## config.mk

```make
export PLATFORM = sky130hd
export DESIGN_NAME = i2c_master_generic
export DESIGN_NICKNAME = d
export VERILOG_FILES = /design/src/rtl/i2c_pkg.sv /design/src/rtl/i2c_phase_gen.sv /design/src/rtl/i2c_master_generic.sv
export SDC_FILE = /design/constraint.sdc
export NUM_CORES = 1
export LEC_CHECK = 0
export CAP_MARGIN = 20
export CORE_MARGIN = 3
export CORE_UTILIZATION = 57
export CTS_BUF_LIST = sky130_fd_sc_hd__clkbuf_8
export CTS_CLUSTER_DIAMETER = 80
export DETAILED_ROUTE_END_ITERATION = 8
export PLACE_DENSITY = 0.82
export REMOVE_ABC_BUFFERS = 1
export SYNTH_ARGS = -nofsm -noshare
export SYNTH_HDL_FRONTEND = slang
export SYNTH_SLANG_ARGS = --single-unit
export TNS_END_PERCENT = 100
```

## constraint.sdc

```tcl
create_clock -name clk -period 3.27 [get_ports clk]
set_clock_uncertainty 0.1 [all_clocks]
set_input_delay 0.654 -clock clk [delete_from_list [all_inputs] [get_ports clk]]
set_output_delay 0.654 -clock clk [all_outputs]
set_load 0.01 [all_outputs]
```

## src/rtl/i2c_pkg.sv

```systemverilog
// Shared types and constants for the generic I2C master.
package i2c_pkg;

  typedef enum logic [3:0] {
    ST_IDLE,
    ST_START,
    ST_ADDR,
    ST_ADDR_ACK,
    ST_WR_BYTE,
    ST_WR_ACK,
    ST_RD_BYTE,
    ST_RD_ACK,
    ST_STOP,
    ST_DONE
  } state_t;

  localparam logic I2C_ACK  = 1'b0;
  localparam logic I2C_NACK = 1'b1;

  localparam logic [1:0] Q0 = 2'd0;
  localparam logic [1:0] Q1 = 2'd1;
  localparam logic [1:0] Q2 = 2'd2;
  localparam logic [1:0] Q3 = 2'd3;

endpackage

```

## src/rtl/i2c_phase_gen.sv

```systemverilog
// Quarter-period tick generator; one bit period is four quarters of QTR_DIV clocks.
module i2c_phase_gen
  import i2c_pkg::*;
#(
  parameter int unsigned QTR_DIV = 4
) (
  input  logic       clk,
  input  logic       rst,
  input  logic       en,
  output logic [1:0] quarter,
  output logic       qtick,
  output logic       sample,
  output logic       bit_end
);

  localparam int unsigned QW = (QTR_DIV > 1) ? $clog2(QTR_DIV) : 1;

  logic [QW-1:0] qcnt;

  // qtick marks the last clk cycle of the current quarter
  assign qtick   = en && (qcnt == QW'(QTR_DIV - 1));
  assign sample  = qtick && (quarter == Q2);
  assign bit_end = qtick && (quarter == Q3);

  always_ff @(posedge clk or posedge rst) begin
    if (rst) begin
      qcnt    <= '0;
      quarter <= Q0;
    end else if (!en) begin
      qcnt    <= '0;
      quarter <= Q0;
    end else if (qtick) begin
      qcnt    <= '0;
      quarter <= quarter + 2'd1;
    end else begin
      qcnt <= qcnt + 1'b1;
    end
  end

endmodule

```

## src/rtl/i2c_master_generic.sv

```systemverilog
// I2C master: single write or read of NUM_BYTES bytes to a 7-bit address,
// ACK checked on every master-sent byte, NACK aborts to STOP with NACK_ERR.
module i2c_master_generic
  import i2c_pkg::*;
#(
  parameter int unsigned NUM_BYTES = 2,
  parameter int unsigned QTR_DIV   = 4
) (
  input  logic                   clk,
  input  logic                   rst,
  input  logic                   START_STB,
  input  logic                   RNW,
  input  logic [6:0]             I2C_ADDR,
  input  logic [8*NUM_BYTES-1:0] WR_DATA,
  input  logic                   SDA_IN,
  output logic                   SDA_OE,
  output logic                   SDA_OUT,
  output logic                   SCL,
  output logic [8*NUM_BYTES-1:0] RD_DATA,
  output logic                   BUSY,
  output logic                   DONE,
  output logic                   NACK_ERR
);

  localparam int unsigned DW = 8 * NUM_BYTES;
  localparam int unsigned BW = (NUM_BYTES > 1) ? $clog2(NUM_BYTES) : 1;

  state_t          state;
  logic            rnw_q;
  logic [DW-1:0]   wdata;
  logic [DW-1:0]   rshift;
  logic [7:0]      shreg;
  logic [2:0]      bit_idx;
  logic [BW-1:0]   byte_cnt;
  logic            ack_bit;
  logic            pg_en;
  logic [1:0]      quarter;
  logic            qtick;
  logic            sample;
  logic            bit_end;
  logic            last_byte;

  assign pg_en     = (state != ST_IDLE) && (state != ST_DONE);
  assign last_byte = (byte_cnt == BW'(NUM_BYTES - 1));

  i2c_phase_gen #(.QTR_DIV(QTR_DIV)) u_phase (
    .clk     (clk),
    .rst     (rst),
    .en      (pg_en),
    .quarter (quarter),
    .qtick   (qtick),
    .sample  (sample),
    .bit_end (bit_end)
  );

  always_ff @(posedge clk or posedge rst) begin
    if (rst) begin
      state    <= ST_IDLE;
      SCL      <= 1'b1;
      SDA_OE   <= 1'b1;
      SDA_OUT  <= 1'b1;
      RD_DATA  <= '0;
      BUSY     <= 1'b0;
      DONE     <= 1'b0;
      NACK_ERR <= 1'b0;
      rnw_q    <= 1'b0;
      wdata    <= '0;
      rshift   <= '0;
      shreg    <= '0;
      bit_idx  <= '0;
      byte_cnt <= '0;
      ack_bit  <= I2C_ACK;
    end else begin
      DONE <= 1'b0;

      // Outside START, SCL is low for q0/q1 and high for q2/q3; STOP leaves it high.
      if (qtick && (quarter == Q1) && (state != ST_START)) SCL <= 1'b1;
      if (bit_end && (state != ST_STOP)) SCL <= 1'b0;

      if (sample) begin
        ack_bit <= SDA_IN;
        if (state == ST_RD_BYTE) rshift <= {rshift[DW-2:0], SDA_IN};
      end

      case (state)
        ST_IDLE: begin
          if (START_STB) begin
            state    <= ST_START;
            BUSY     <= 1'b1;
            NACK_ERR <= 1'b0;
            rnw_q    <= RNW;
            wdata    <= WR_DATA;
            shreg    <= {I2C_ADDR, RNW};
            byte_cnt <= '0;
          end
        end

        ST_START: begin
          if (qtick && (quarter == Q0)) SDA_OUT <= 1'b0;
          if (qtick && (quarter == Q1)) SCL <= 1'b0;
          if (bit_end) begin
            state   <= ST_ADDR;
            SDA_OUT <= shreg[7];
            shreg   <= shreg << 1;
            bit_idx <= '0;
          end
        end

        ST_ADDR, ST_WR_BYTE: begin
          if (bit_end) begin
            if (bit_idx == 3'd7) begin
              state   <= (state == ST_ADDR) ? ST_ADDR_ACK : ST_WR_ACK;
              SDA_OE  <= 1'b0;
              SDA_OUT <= 1'b1;
            end else begin
              bit_idx <= bit_idx + 3'd1;
              SDA_OUT <= shreg[7];
              shreg   <= shreg << 1;
            end
          end
        end

        ST_ADDR_ACK, ST_WR_ACK: begin
          if (bit_end) begin
            if (ack_bit == I2C_NACK || (state == ST_WR_ACK && last_byte)) begin
              if (ack_bit == I2C_NACK) NACK_ERR <= 1'b1;
              state   <= ST_STOP;
              SDA_OE  <= 1'b1;
              SDA_OUT <= 1'b0;
            end else if (state == ST_ADDR_ACK && rnw_q) begin
              state   <= ST_RD_BYTE;
              bit_idx <= '0;
            end else begin
              if (state == ST_WR_ACK) byte_cnt <= byte_cnt + 1'b1;
              state   <= ST_WR_BYTE;
              SDA_OE  <= 1'b1;
              SDA_OUT <= wdata[DW-1];
              shreg   <= wdata[DW-1 -: 8] << 1;
              wdata   <= wdata << 8;
              bit_idx <= '0;
            end
          end
        end

        ST_RD_BYTE: begin
          if (bit_end) begin
            if (bit_idx == 3'd7) begin
              state   <= ST_RD_ACK;
              SDA_OE  <= 1'b1;
              SDA_OUT <= last_byte ? I2C_NACK : I2C_ACK;
            end else begin
              bit_idx <= bit_idx + 3'd1;
            end
          end
        end

        ST_RD_ACK: begin
          if (bit_end) begin
            if (last_byte) begin
              state   <= ST_STOP;
              SDA_OUT <= 1'b0;
            end else begin
              state    <= ST_RD_BYTE;
              byte_cnt <= byte_cnt + 1'b1;
              SDA_OE   <= 1'b0;
              SDA_OUT  <= 1'b1;
              bit_idx  <= '0;
            end
          end
        end

        ST_STOP: begin
          if (qtick && (quarter == Q2)) SDA_OUT <= 1'b1;
          if (bit_end) begin
            state <= ST_DONE;
            DONE  <= 1'b1;
            BUSY  <= 1'b0;
            if (rnw_q && !NACK_ERR) RD_DATA <= rshift;
          end
        end

        ST_DONE: state <= ST_IDLE;

        default: state <= ST_IDLE;
      endcase
    end
  end

endmodule

```

== Yosys cells after proc, flatten, opt, wreduce, memory -nomap -nowiden ==
Cells that the tools add are included.
W data, S select, Z words.

* Input port bits: 28
* Register bits: 76
* Logic and storage cells: 181

* $add $sub $neg: 4
* Multiplexer cells: 84
* Equality and inequality tests: 38
* Reduce and logical (&&, ||, !) cells: 38

{| class="wikitable"
|+ Operator list
! operator !! number
|-
| $mux W16 || 4
|-
| $mux W8 || 7
|-
| $mux W4 || 11
|-
| $mux W1 || 40
|-
| $ne A2 B2 Y1 const B || 18
|-
| $pmux W16 S2 || 1
|-
| $pmux W8 S4 || 1
|-
| $pmux W4 S7 || 1
|-
| $reduce_and A9 Y1 || 3
|-
| $mux W3 || 8
|-
| $eq A4 B3 Y1 const B || 4
|-
| $reduce_and A8 Y1 || 2
|-
| $reduce_bool A4 Y1 || 4
|-
| $pmux W3 S4 || 1
|-
| $logic_and A1 B1 Y1 || 11
|-
| $mux W2 || 5
|-
| $reduce_and A5 Y1 || 2
|-
| $eq A4 B2 Y1 const B || 2
|-
| $ne A4 B4 Y1 const B || 2
|-
| $reduce_and A7 Y1 || 1
|-
| $eq A2 B2 Y1 const B || 3
|-
| $ne A3 B3 Y1 const B || 2
|-
| $pmux W1 S6 || 1
|-
| $reduce_and A3 Y1 || 2
|-
| 22 further kinds || 28
|}

== Longest topological paths before layout ==
Gate-level depths: netlist of run 1.

* Word-level depth: 9
* Mapped depth: 8

== Cells and area by module ==
A second synthesis of run 1 with hierarchy kept.

* Cell total of the unflattened synthesis: 329
* Area, all modules: 3,922.5 µm²

{| class="wikitable"
|+ By module, submodules not included
! module !! instances !! area each (µm²) !! cells an instance
|-
| i2c_master_generic || 1 || 3,708.6 || 311
|-
| i2c_phase_gen || 1 || 214.0 || 18
|}

== Worst setup path after synthesis of run 1 ==
Ideal clock, no wire load.

* Path type: register to register
* From: reg bit_idx[0]
* To: reg state[1]
* Data required time: 3.045 ns
* Period minus slack after synthesis: 1.964 ns
* Slack: 1.306 ns
* Arrival: 1.739 ns
* Stages on the path, launching flop included: 8
* Cells stage by stage: dfrtp_1 ha_1 ha_1 and3_1 a211o_1 o31ai_1 a221oi_1 mux2_2

* Cells in the longest elaborated chain, start to end: 3
* Elaborated cells on any way between the ends: 4

{| class="wikitable"
|+ Ends and longest elaborated chain
! what !! line !! RTL
|-
| start: declaration || i2c_master_generic.sv:33 || <nowiki>logic [2:0] bit_idx;</nowiki>
|-
| start signal: assignment || i2c_master_generic.sv:116 || <nowiki>bit_idx <= bit_idx + 3'd1;</nowiki>
|-
| start signal: assignment || i2c_master_generic.sv:152 || <nowiki>bit_idx <= bit_idx + 3'd1;</nowiki>
|-
| $eq A3 B3 Y1 (*) || i2c_master_generic.sv:111, i2c_master_generic.sv:147 ||
|-
| $ne A2 B2 Y1 (no line) / $ne A2 B1 Y1 (equally long branches) || -- ||
|-
| $reduce_and A9 Y1 (no line) (*) || -- ||
|-
| end signal: assignment || i2c_master_generic.sv:112 || <nowiki>state <= (state == ST_ADDR) ? ST_ADDR_ACK : ST_WR_ACK;</nowiki>
|-
| end: declaration || i2c_master_generic.sv:28 || <nowiki>state_t state;</nowiki>
|}

Every way passes the cells marked *; elsewhere a longest branch is shown, timed or not.
A chain may end at the register's enable or synchronous reset.

== Worst setup path in the final report of run 1 ==
* From: reg state[0]
* To: reg shreg[2]

* Cells in the longest elaborated chain, start to end: 6
* Elaborated cells on any way between the ends: 26

{| class="wikitable"
|+ Ends and longest elaborated chain
! what !! line !! RTL
|-
| $ne A4 B4 Y1 / $reduce_bool A4 Y1 (equally long branches) || i2c_master_generic.sv:43 || <nowiki>assign pg_en = (state != ST_IDLE) && (state != ST_DONE);</nowiki>
|-
| $logic_and A1 B1 Y1 || i2c_master_generic.sv:43 ||
|-
| $logic_and A1 B1 Y1 || i2c_phase_gen.sv:21 || <nowiki>assign qtick = en && (qcnt == QW'(QTR_DIV - 1));</nowiki>
|-
| $logic_and A1 B1 Y1 || i2c_phase_gen.sv:23 || <nowiki>assign bit_end = qtick && (quarter == Q3);</nowiki>
|-
| $ne A2 B2 Y1 (no line) || -- ||
|-
| $reduce_and A8 Y1 (no line) || -- ||
|-
| end signal: assignment || i2c_master_generic.sv:93 || <nowiki>shreg <= {I2C_ADDR, RNW};</nowiki>
|-
| end signal: assignment || i2c_master_generic.sv:104 || <nowiki>shreg <= shreg << 1;</nowiki>
|-
| end signal: assignment || i2c_master_generic.sv:118 || <nowiki>shreg <= shreg << 1;</nowiki>
|-
| end: declaration || i2c_master_generic.sv:32 || <nowiki>logic [7:0] shreg;</nowiki>
|}

Parallel ways exist; a longest one is shown, timed or not.

==> reports/metrics.yaml, run 1 <==
ioPinCount: 50
grt_pass1_wl_um: 13030
clk_latency_ns: 0.35
crit_family: "flip-flops"
worstSetupPathType: "reg2reg"
port_buffers: 49
endpoint_kind: "flop"
synth_ff_type: "dfrtp_1"
max-vdd-ir-drop_v: 0.0003604
antenna_found_initial: 0
slew_violations: 0
die_w_um: 89.29
crit_required_ns: 3.43
tightest_slew_ns: 0.9270
clk_pin_slew_ns: 0.09
clock.fmax_mhz: 390.3
cts_sinks: 76
die_h_um: 89.29
grt_max_degree: 44
drcViolationCount: 0
drive_gt1_frac: 0.1960
wl_per_cell_um: 17.02
grt.total_usage: 0.2158
slew-limit-headroom: 0.3820
syn_inst: 350
syn_area_per_cell_sq_um: 11.30
multiInputGateArea_sq_um: 1819
r2r_start: "state[0]$_DFFE_PP0P_"
min_period_ns: 2.562
cts_max_path_buffers: 2
via_per_inst: 5.998
critPathLaunchType: "flop"
reg2reg_to: "shreg[2]$_DFFE_PP0P_"
max_cap_violations: 0
crit_path_end: "shreg[2]$_DFFE_PP0P_"
vias: 2849
cts_hold_buf: 0
setup-tns-final_ns: 0
dp_hpwl_um: 5588
synth-seq-cells: 76
crit_path_start: "state[0]$_DFFE_PP0P_"
cts_max_level: 3
first_iter_violations: 188
drtPass1Iterations: 8
ys_types: 60
diodes: 0
final_nets: 428
synth_area_sq_um: 3954
yosysSeqAreaShare: 0.4820
p_leak_nw: 2.124
post_cts_buffers: 0
place_congestion: 0.9171
drt-total-wl_um: 8084
cp_cell_sequence: "inv_1 > o221ai_1 > o211ai_1 > nor3_4 > mux2i_1"
cts_tree: "yes"
async_flop_share: 1.000
cts_buffers: 9
crit_path_max_incr_delay_ns: 0.95
nFillCells: 485
timing.final.crit_share: 0.7835
crit_path_top_delay_cell: "dfrtp_1"
yosysWarnings: 0
cp_max_fo: 29
grt_pass1_vias: 2695
synth_edf_count: 0
power.density_nw_per_um2: 378.3
regArea_sq_um: 1906
root_buffer: "clkbuf_8"
status: "complete, no violations"
ff2ff_setup_slack_ns: 0.71
setup_viol: 0
overflow: 0
core-area_sq_um: 6531
rows: 29
start_util: 0.6054
min_path_type: "reg2reg"
worst-path-stages: 5
hold_viol: 0
cp.arrival_ns: 2.73
rsz0062_at_grt: "false"
cts_resized: 0
area_growth_pct: 17.15
worst-path-buf-inv: 1
r2r_cells: 5
ant_nets: 0
die_area_sq_um: 7972
fin_util: 0.7092
[stage by stage]
stage	setup slack, ns	instances	hold slack [ns]	power [mW]	instance area [sq um]
finish	0.7080	475	0.3513	1.752	4632
global route	0.5187	475	0.3559	1.811	4632
CTS	0.7403	475	0.3520	1.769	4632
detailed placement	0.6620	459	0.3395	1.028	4425
global placement	0.7104	459	0.3279	1.027	4425
floorplan	0.5826	328	0.3150	0.9840	3789
[synth_stat cells (7+ instances only)]
master	instances	area (sq um)
mux2i_1	18	180.2
inv_1	16	60.06
mux2_2	23	259.0
dfrtp_1	73	1827
buf_6	8	90.09
ha_1	7	87.58
a222oi_1	7	70.07
nor2_1	15	56.30
a21oi_1	12	60.06
nand2_1	39	146.4
o21ai_2	15	131.4
mux2_1	13	146.4
[how the worst min path moves through the flow]
stage | start | cells after the start | slack (ns) | end
after floorplan | u_phase.qcnt[0]$_DFF_PP0_ | 1 | 0.31 | u_phase.qcnt[0]$_DFF_PP0_
after global placement | u_phase.qcnt[0]$_DFF_PP0_ | 1 | 0.33 | u_phase.qcnt[0]$_DFF_PP0_
after detailed placement | u_phase.qcnt[0]$_DFF_PP0_ | 1 | 0.34 | u_phase.qcnt[0]$_DFF_PP0_
after CTS | u_phase.qcnt[0]$_DFF_PP0_ | 1 | 0.35 | u_phase.qcnt[0]$_DFF_PP0_
after global routing | u_phase.qcnt[0]$_DFF_PP0_ | 1 | 0.36 | u_phase.qcnt[0]$_DFF_PP0_
final | u_phase.qcnt[0]$_DFF_PP0_ | 1 | 0.35 | u_phase.qcnt[0]$_DFF_PP0_
[kinds of logic (layout without fill, tap and decap cells)]
| group | count (synthesis) | after routing | synth area share |
|---|---|---|---|
| AND/OR/NAND/NOR | 98 | 98 | 0.1361 |
| flip-flops | 76 | 76 | 0.4820 |
| AO/OA/AOI/OAI | 72 | 72 | 0.1449 |
| multiplexers | 54 | 54 | 0.1481 |
| buffers and inverters | 39 | 87 | 0.05791 |
| adder cells (fa/ha/maj) | 7 | 7 | 0.02215 |
| XOR/XNOR | 4 | 4 | 0.008862 |
[where the power goes]
part / leakage, nW / total [mW] / switching (mW) / internal [mW]
clock: 0.0988 / 0.745 / 0.379 / 0.366
combinational: 1.03 / 0.0649 / 0.0296 / 0.0353
sequential: 0.991 / 0.943 / 0.00260 / 0.940
[registers in the layout, summed over array words and instances (netlist names), 2 cells and up]
signal	count
wdata	16
bit_idx	3
u_phase.qcnt	2
rshift	16
u_phase.quarter	2
RD_DATA	16
shreg	8
state	4
[area by class of cell]
| cell class | instances | share of cell area |
|---|---|---|
| inverter | 17 | 0.01378 |
| timing repair buffer | 54 | 0.1167 |
| sequential | 76 | 0.4114 |
| clock inverter | 7 | 0.01783 |
| clock buffer | 9 | 0.02674 |
| multi-input combinational | 235 | 0.3928 |
| tap | 77 | 0.02080 |
[metal layers]
metal  track usage  up-vias  share of wire
met3       0.04700       14          0.059
met1        0.2924     1393           0.43
met2        0.3396       98           0.49
met4       0.08660        0          0.018
li1              -     1344              -
met5             0        -              0
[placed cells by master, fill, tap and decap left out, drive strengths merged, types with 9 or more instances in the layout]
| cell | Yosys | routed |
|---|---|---|
| a21oi | 12 | 12 |
| nand2 | 41 | 41 |
| clkbuf | 4 | 9 |
| clkdlybuf4s50 | 0 | 49 |
| nor2 | 17 | 17 |
| inv | 17 | 21 |
| mux2 | 36 | 36 |
| mux2i | 18 | 18 |
| dfrtp | 73 | 73 |
| o21ai | 24 | 24 |
Note: power is estimated with default switching activity, not from simulation.
==> run 2, diff against run 1 <==
clock period = 2.4 ns   (was 3.27 ns; I/O delays follow)
==> reports/metrics.yaml, run 2 (same netlist as run 1, synthesis figures left out) <==
reg2reg_to: "shreg[1]$_DFFE_PP0P_"
cts_buffers: 9  # unchanged
r2r_cells: 5  # unchanged
diodes: 0  # unchanged
wl_per_cell_um: 17.04  # +0.11%
die_w_um: 89.29  # unchanged
overflow: 0  # unchanged
drtPass1Iterations: 8  # unchanged
drcViolationCount: 0  # unchanged
cts_tree: "yes"
rsz0062_at_grt: "false"
grt_pass1_vias: 2901  # +7.6%
slew_violations: 0  # unchanged
final_cell_mix: "dfrtp_1, clkdlybuf4s50_1, nand2_1"
setup-tns-final_ns: 0  # unchanged
reg_top3: "RD_DATA (16), rshift (16), wdata (16)"
power.density_nw_per_um2: 512.8  # +36%
dp_hpwl_um: 5766  # +3.2%
grt_pass1_wl_um: 14150  # +8.5%
core-area_sq_um: 6531  # unchanged
area_growth_pct: 20.25
start_util: 0.6054  # unchanged
setup_viol: 0  # unchanged
ant_nets: 0  # unchanged
holdPathStages: 1  # unchanged
cts_max_level: 3  # unchanged
clock.fmax_mhz: 456.3  # +17%
p_total_mw: 2.438  # +39%
rows: 29  # unchanged
via_per_inst: 5.961  # -0.62%
intPower_mw: 1.841  # +37%
die_area_sq_um: 7972  # unchanged
ff2ff_setup_slack_ns: 0.21  # -0.50 ns
p_seq_frac: 0.527  # -0.011
cts_sinks: 76  # unchanged
grt_max_degree: 77  # +75%
post_cts_buffers: 0  # unchanged
clk_latency_ns: 0.35  # about the same
min_period_ns: 2.191  # -0.3706 ns
worstSetupPathType: "reg2reg"
hp-start: "u_phase.qcnt[0]$_DFF_PP0_"
antenna_found_initial: 0  # unchanged
sw_frac_of_total: 0.2449  # +0.01012
holdPathEnd: "u_phase.qcnt[0]$_DFF_PP0_"
cts_resized: 0  # unchanged
switchingPower_mw: 0.5970  # +45%
clkPwrFrac: 0.437  # +0.012
place_inst: 470  # +2.4%
hold-worst-slack_ns: 0.3459  # -0.005387 ns
cts_hold_buf: 0  # unchanged
cp.arrival_ns: 2.29  # -0.44 ns
regArea_sq_um: 1906  # unchanged
grt.total_usage: 0.2324  # +0.01660
stdcell_count: 487  # +2.5%
hold_viol: 0  # unchanged
timing.final.crit_share: 0.9131  # +0.1296
crit_required_ns: 2.50  # -0.93 ns
multiInputGateArea_sq_um: 1819  # unchanged
endpoint_kind: "flop"
ioPinCount: 50  # unchanged
max_cap_violations: 0  # unchanged
max-vdd-ir-drop_v: 0.0004130  # +15%
cts_max_path_buffers: 2  # unchanged
port_buffers: 49  # unchanged
status: "complete, no violations"
final_nets: 440  # +2.8%
place_congestion: 0.9085  # -0.94%
critPathLaunchType: "flop"
r2r_start: "state[0]$_DFFE_PP0P_"
vias: 2903  # +1.9%
cp_max_fo: 15  # -48%
final_common_cell: "dfrtp_1"
tightest_slew_ns: 0.5539  # -0.3732 ns
slew-limit-headroom: 0.6212  # +0.2392
drt-total-wl_um: 8297  # +2.6%
nFillCells: 462  # -4.7%
die_h_um: 89.29  # unchanged
drive_gt1_frac: 0.2195  # +0.02353
root_buffer: "clkbuf_8"
p_leak_nw: 2.206  # +3.9%
combPwrFrac: 0.036  # about the same
min_path_type: "reg2reg"
clk_pin_slew_ns: 0.09  # about the same
first_iter_violations: 208  # +11%
[run 2: cell types whose count changed in the layout (fill, tap and decap cells not counted)]
| cell | delta |
|---|---|
| inv_8 | +2 |
| buf_4 | +10 |
| inv_6 | -1 |
| clkinv_4 | +1 |
| clkinvlp_4 | -2 |
| buf_12 | +2 |
[run 2: metal layers]
metal  GRT usage  part of all wire
met5           0                 0
met4     0.06901             0.013
met3     0.06267             0.066
met2      0.3617              0.49
met1      0.3213              0.43
[run 2: power groups by stage]
stage          clock [mW]  sequential [mW]  combinational [mW]
2_1_floorplan           0             1.31              0.0319
3_3_place_gp            0             1.31              0.0886
3_5_place_dp            0             1.31              0.0900
4_1_cts              1.08             1.28              0.0906
5_1_grt              1.14             1.29              0.0975
6_report             1.07             1.29              0.0878
[run 2: cell type report]
cell class,count,share of cell area
Sequential cell,76,0.4008
Multi-Input combinational cell,235,0.3826
Inverter,17,0.01342
Timing Repair Buffer,66,0.1379
Clock buffer,9,0.02605
Tap cell,77,0.02026
Clock inverter,7,0.01895
[run 2: through the flow]
step	utilization	cell area [sq um]	setup WS (ns)
finish	0.7280	4755	0.2086
detailed placement	0.6921	4521	0.07799
global placement	0.6921	4521	0.1270
CTS	0.7249	4735	0.07929
global route	0.7280	4755	0.01528
floorplan	-	3789	-0.1134
[run 2: how the worst max path moves through the flow]
| stage | slack, ns | endpoint | from |
|---|---|---|---|
| final | 0.21 | shreg[1]$_DFFE_PP0P_ | state[0]$_DFFE_PP0P_ |
| after global routing | 0.02 | SDA_OUT$_DFFE_PP1P_ | state[0]$_DFFE_PP0P_ |
| after CTS | 0.08 | shreg[1]$_DFFE_PP0P_ | u_phase.qcnt[0]$_DFF_PP0_ |
| after detailed placement | 0.08 | shreg[6]$_DFFE_PP0P_ | START_STB |
| after global placement | 0.13 | byte_cnt$_DFFE_PP0P_ | START_STB |
| after floorplan | -0.11 | BUSY$_DFFE_PP0P_ | rst |
[run 2: critical path: stages (launching register included)]
cell and delay, ns:
dfrtp_1 0.55, nand2b_1 0.37, and2b_1 0.23, buf_4 0.20, a222oi_1 0.43, mux2i_1 0.17
==> run 3, diff against run 2 <==
CELL_PAD_IN_SITES_DETAIL_PLACEMENT = 0   (was not set)
CELL_PAD_IN_SITES_GLOBAL_PLACEMENT = 2   (was not set)
CORE_UTILIZATION = 39   (was 57)
PLACE_DENSITY = not set   (was 0.82)
PLACE_DENSITY_LB_ADDON = 0.1   (was not set)
SYNTH_HIERARCHICAL = 1   (was not set)
==> reports/metrics.yaml, run 3 <==
synth_top_area_share: 0.4657  # +0.003684
via_per_inst: 5.089  # -15%
drtPass1Iterations: 4  # -4
syn_inst: 329  # -6.0%
clock.fmax_mhz: 443.6  # -2.8%
final_nets: 425  # -3.4%
die_h_um: 106.3  # +19%
core-area_sq_um: 9503  # +45%
endpoint_kind: "flop"
drt-total-wl_um: 8058  # -2.9%
antenna_found_initial: 0  # unchanged
r2r_cells: 8  # +3
status: "complete, no violations"
cts_sinks: 76  # unchanged
final_common_cell: "dfrtp_1"
dp_hpwl_um: 5568  # -3.4%
area_growth_pct: 24.94
reg_top3: "RD_DATA (16), rshift (16), wdata (16)"
grt_pass1_vias: 2572  # -11%
synth_ff_type: "dfrtp_1"
critPathLaunchType: "flop"
power.density_nw_per_um2: 509.3  # -0.69%
synth_commonest_cells: "dfrtp_1, mux2_2, inv_1, nand2_1, mux2i_1"
synth_area_sq_um: 3923  # -0.79%
cp_max_fo: 6  # -9
ff2ff_setup_slack_ns: 0.15  # -0.06 ns
overflow: 0  # unchanged
ant_nets: 0  # unchanged
port_buffers: 49  # unchanged
max-vdd-ir-drop_v: 0.0002466  # -40%
drive_gt1_frac: 0.2746  # +0.05505
slew_violations: 0  # unchanged
min_period_ns: 2.254  # +0.06307 ns
fin_util: 0.5157  # -0.2122
rows: 35  # +21%
wl_per_cell_um: 15.32  # -10%
tightest_slew_ns: 0.8502  # +0.2963 ns
diodes: 0  # unchanged
stdcell_count: 526  # +8.0%
die_w_um: 106.3  # +19%
reg2reg_to: "SDA_OUT$_DFFE_PP1P_"
grt.total_usage: 0.1480  # -0.08439
ioPinCount: 50  # unchanged
worstSetupPathType: "reg2reg"
first_iter_violations: 106  # -49%
syn_area_per_cell_sq_um: 11.92  # +5.5%
setup_viol: 0  # unchanged
cts_max_level: 3  # unchanged
cts_tree: "yes"
drcViolationCount: 0  # unchanged
yosysMostFrequentCell: "dfrtp_1"
die_area_sq_um: 11300  # +42%
grt_max_degree: 73  # -5.2%
yosysSeqAreaShare: 0.4858  # +0.003843
clk_latency_ns: 0.34  # about the same
clk_pin_slew_ns: 0.09  # about the same
hold_viol: 0  # unchanged
synth_edf_count: 0  # unchanged
nFillCells: 916  # +98%
min_path_type: "in2async"
setup-tns-final_ns: 0  # unchanged
async_flop_share: 1.000  # unchanged
crit_path_start: "state[0]$_DFFE_PP0P_"
cts_buffers: 9  # unchanged
cp.arrival_ns: 2.43  # +0.14 ns
crit_path_end: "SDA_OUT$_DFFE_PP1P_"
yosysWarnings: 6  # +6
cts_max_path_buffers: 2  # unchanged
ys_types: 58  # -3.3%
synth_top_cell_by_area: "dfrtp_1"
slew-limit-headroom: 0.4298  # -0.1914
vias: 2677  # -7.8%
grt_pass1_wl_um: 13270  # -6.2%
cts_hold_buf: 0  # unchanged
crit_required_ns: 2.58  # +0.08 ns
timing.final.crit_share: 0.9394  # +0.02628
synth-seq-cells: 76  # unchanged
final_cell_mix: "dfrtp_1, clkdlybuf4s50_1, mux2_2"
r2r_start: "state[0]$_DFFE_PP0P_"
p_leak_nw: 2.236  # +1.4%
root_buffer: "clkbuf_8"
place_congestion: 0.8042  # -11%
start_util: 0.4128  # -0.1926
yosys-top-cells-area: "dfrtp_1, mux2_2, mux2i_1"
max_cap_violations: 0  # unchanged
place_inst: 510  # +8.5%
==> run 3: worst min-delay path by stage <==
stage,from,endpoint,cells past startpoint
finish,rst,u_phase/qcnt[0]$_DFF_PP0_,2
global route,rst,u_phase/qcnt[1]$_DFF_PP0_,2
CTS,rst,u_phase/qcnt[1]$_DFF_PP0_,2
detailed placement,u_phase/qcnt[0]$_DFF_PP0_,u_phase/qcnt[0]$_DFF_PP0_,1
global placement,u_phase/qcnt[0]$_DFF_PP0_,u_phase/qcnt[0]$_DFF_PP0_,1
floorplan,rst,u_phase/qcnt[0]$_DFF_PP0_,1
==> run 3: logic make-up (layout without fill, tap and decap cells) <==
logic type,Yosys count,in the layout,share of synthesized area
fa+ha+maj,5,5,0.01595
xor+xnor,5,5,0.01308
simple gates,68,68,0.1027
buf+inv,47,115,0.06124
compound gates,59,59,0.1174
mux,69,69,0.2038
flops,76,76,0.4858
==> run 3: layout make-up <==
cell class,count,area [sq um],share of cell area
sequential,76,1906,0.3888
tap,129,161.4,0.03293
multi-input combinational,206,1785,0.3643
clock inverter,7,106.4,0.02170
timing repair buffer,73,720.7,0.1471
inverter,26,97.59,0.01991
clock buffer,9,123.9,0.02527
==> run 3: per-stage QoR <==
step           worst slack (ns)  hold WS, ns  total power, mW  cell area (sq um)
5_1_grt               -0.001391       0.2509            2.605               4901
4_1_cts                 0.03793       0.2385            2.535               4892
3_3_place_gp            0.08909       0.3236            1.403               4662
6_report                 0.1455       0.2487            2.496               4901
3_5_place_dp            0.05148       0.3401            1.403               4662
2_1_floorplan           -0.9440       0.1461            1.340               3780
==> run 3: critical path: stages (launching register included) <==
cell and delay [ns]:
dfrtp_1 0.41, and2_0 0.17, o21ai_2 0.12, buf_4 0.14
and2_2 0.14, or4b_2 0.58, o21ai_0 0.15, a31oi_1 0.10
mux2_2 0.27
==> run 3: power breakdown <==
group / switching, mW / internal [mW] / leakage, nW
logic: 0.0406 / 0.0515 / 1.14
clock network: 0.517 / 0.604 / 0.116
registers: 0.00156 / 1.28 / 0.980
total: 0.559 / 1.94 / 2.24
==> run 3: what timing repair did <==
item / 4_1_cts / 5_1_grt
buffers inserted: 0 / 0
resized for setup: 0 / 3
hold endpoints to repair: 0 / 0
setup endpoints to repair: 0 / 33
==> run 3: routing by layer <==
metal  track usage  part of all wire  vias up
met3       0.02975             0.039        6
li1              -                 -     1308
met4       0.04163            0.0078        0
met2        0.2267              0.46       49
met5             0                 0        -
met1        0.2128              0.49     1314
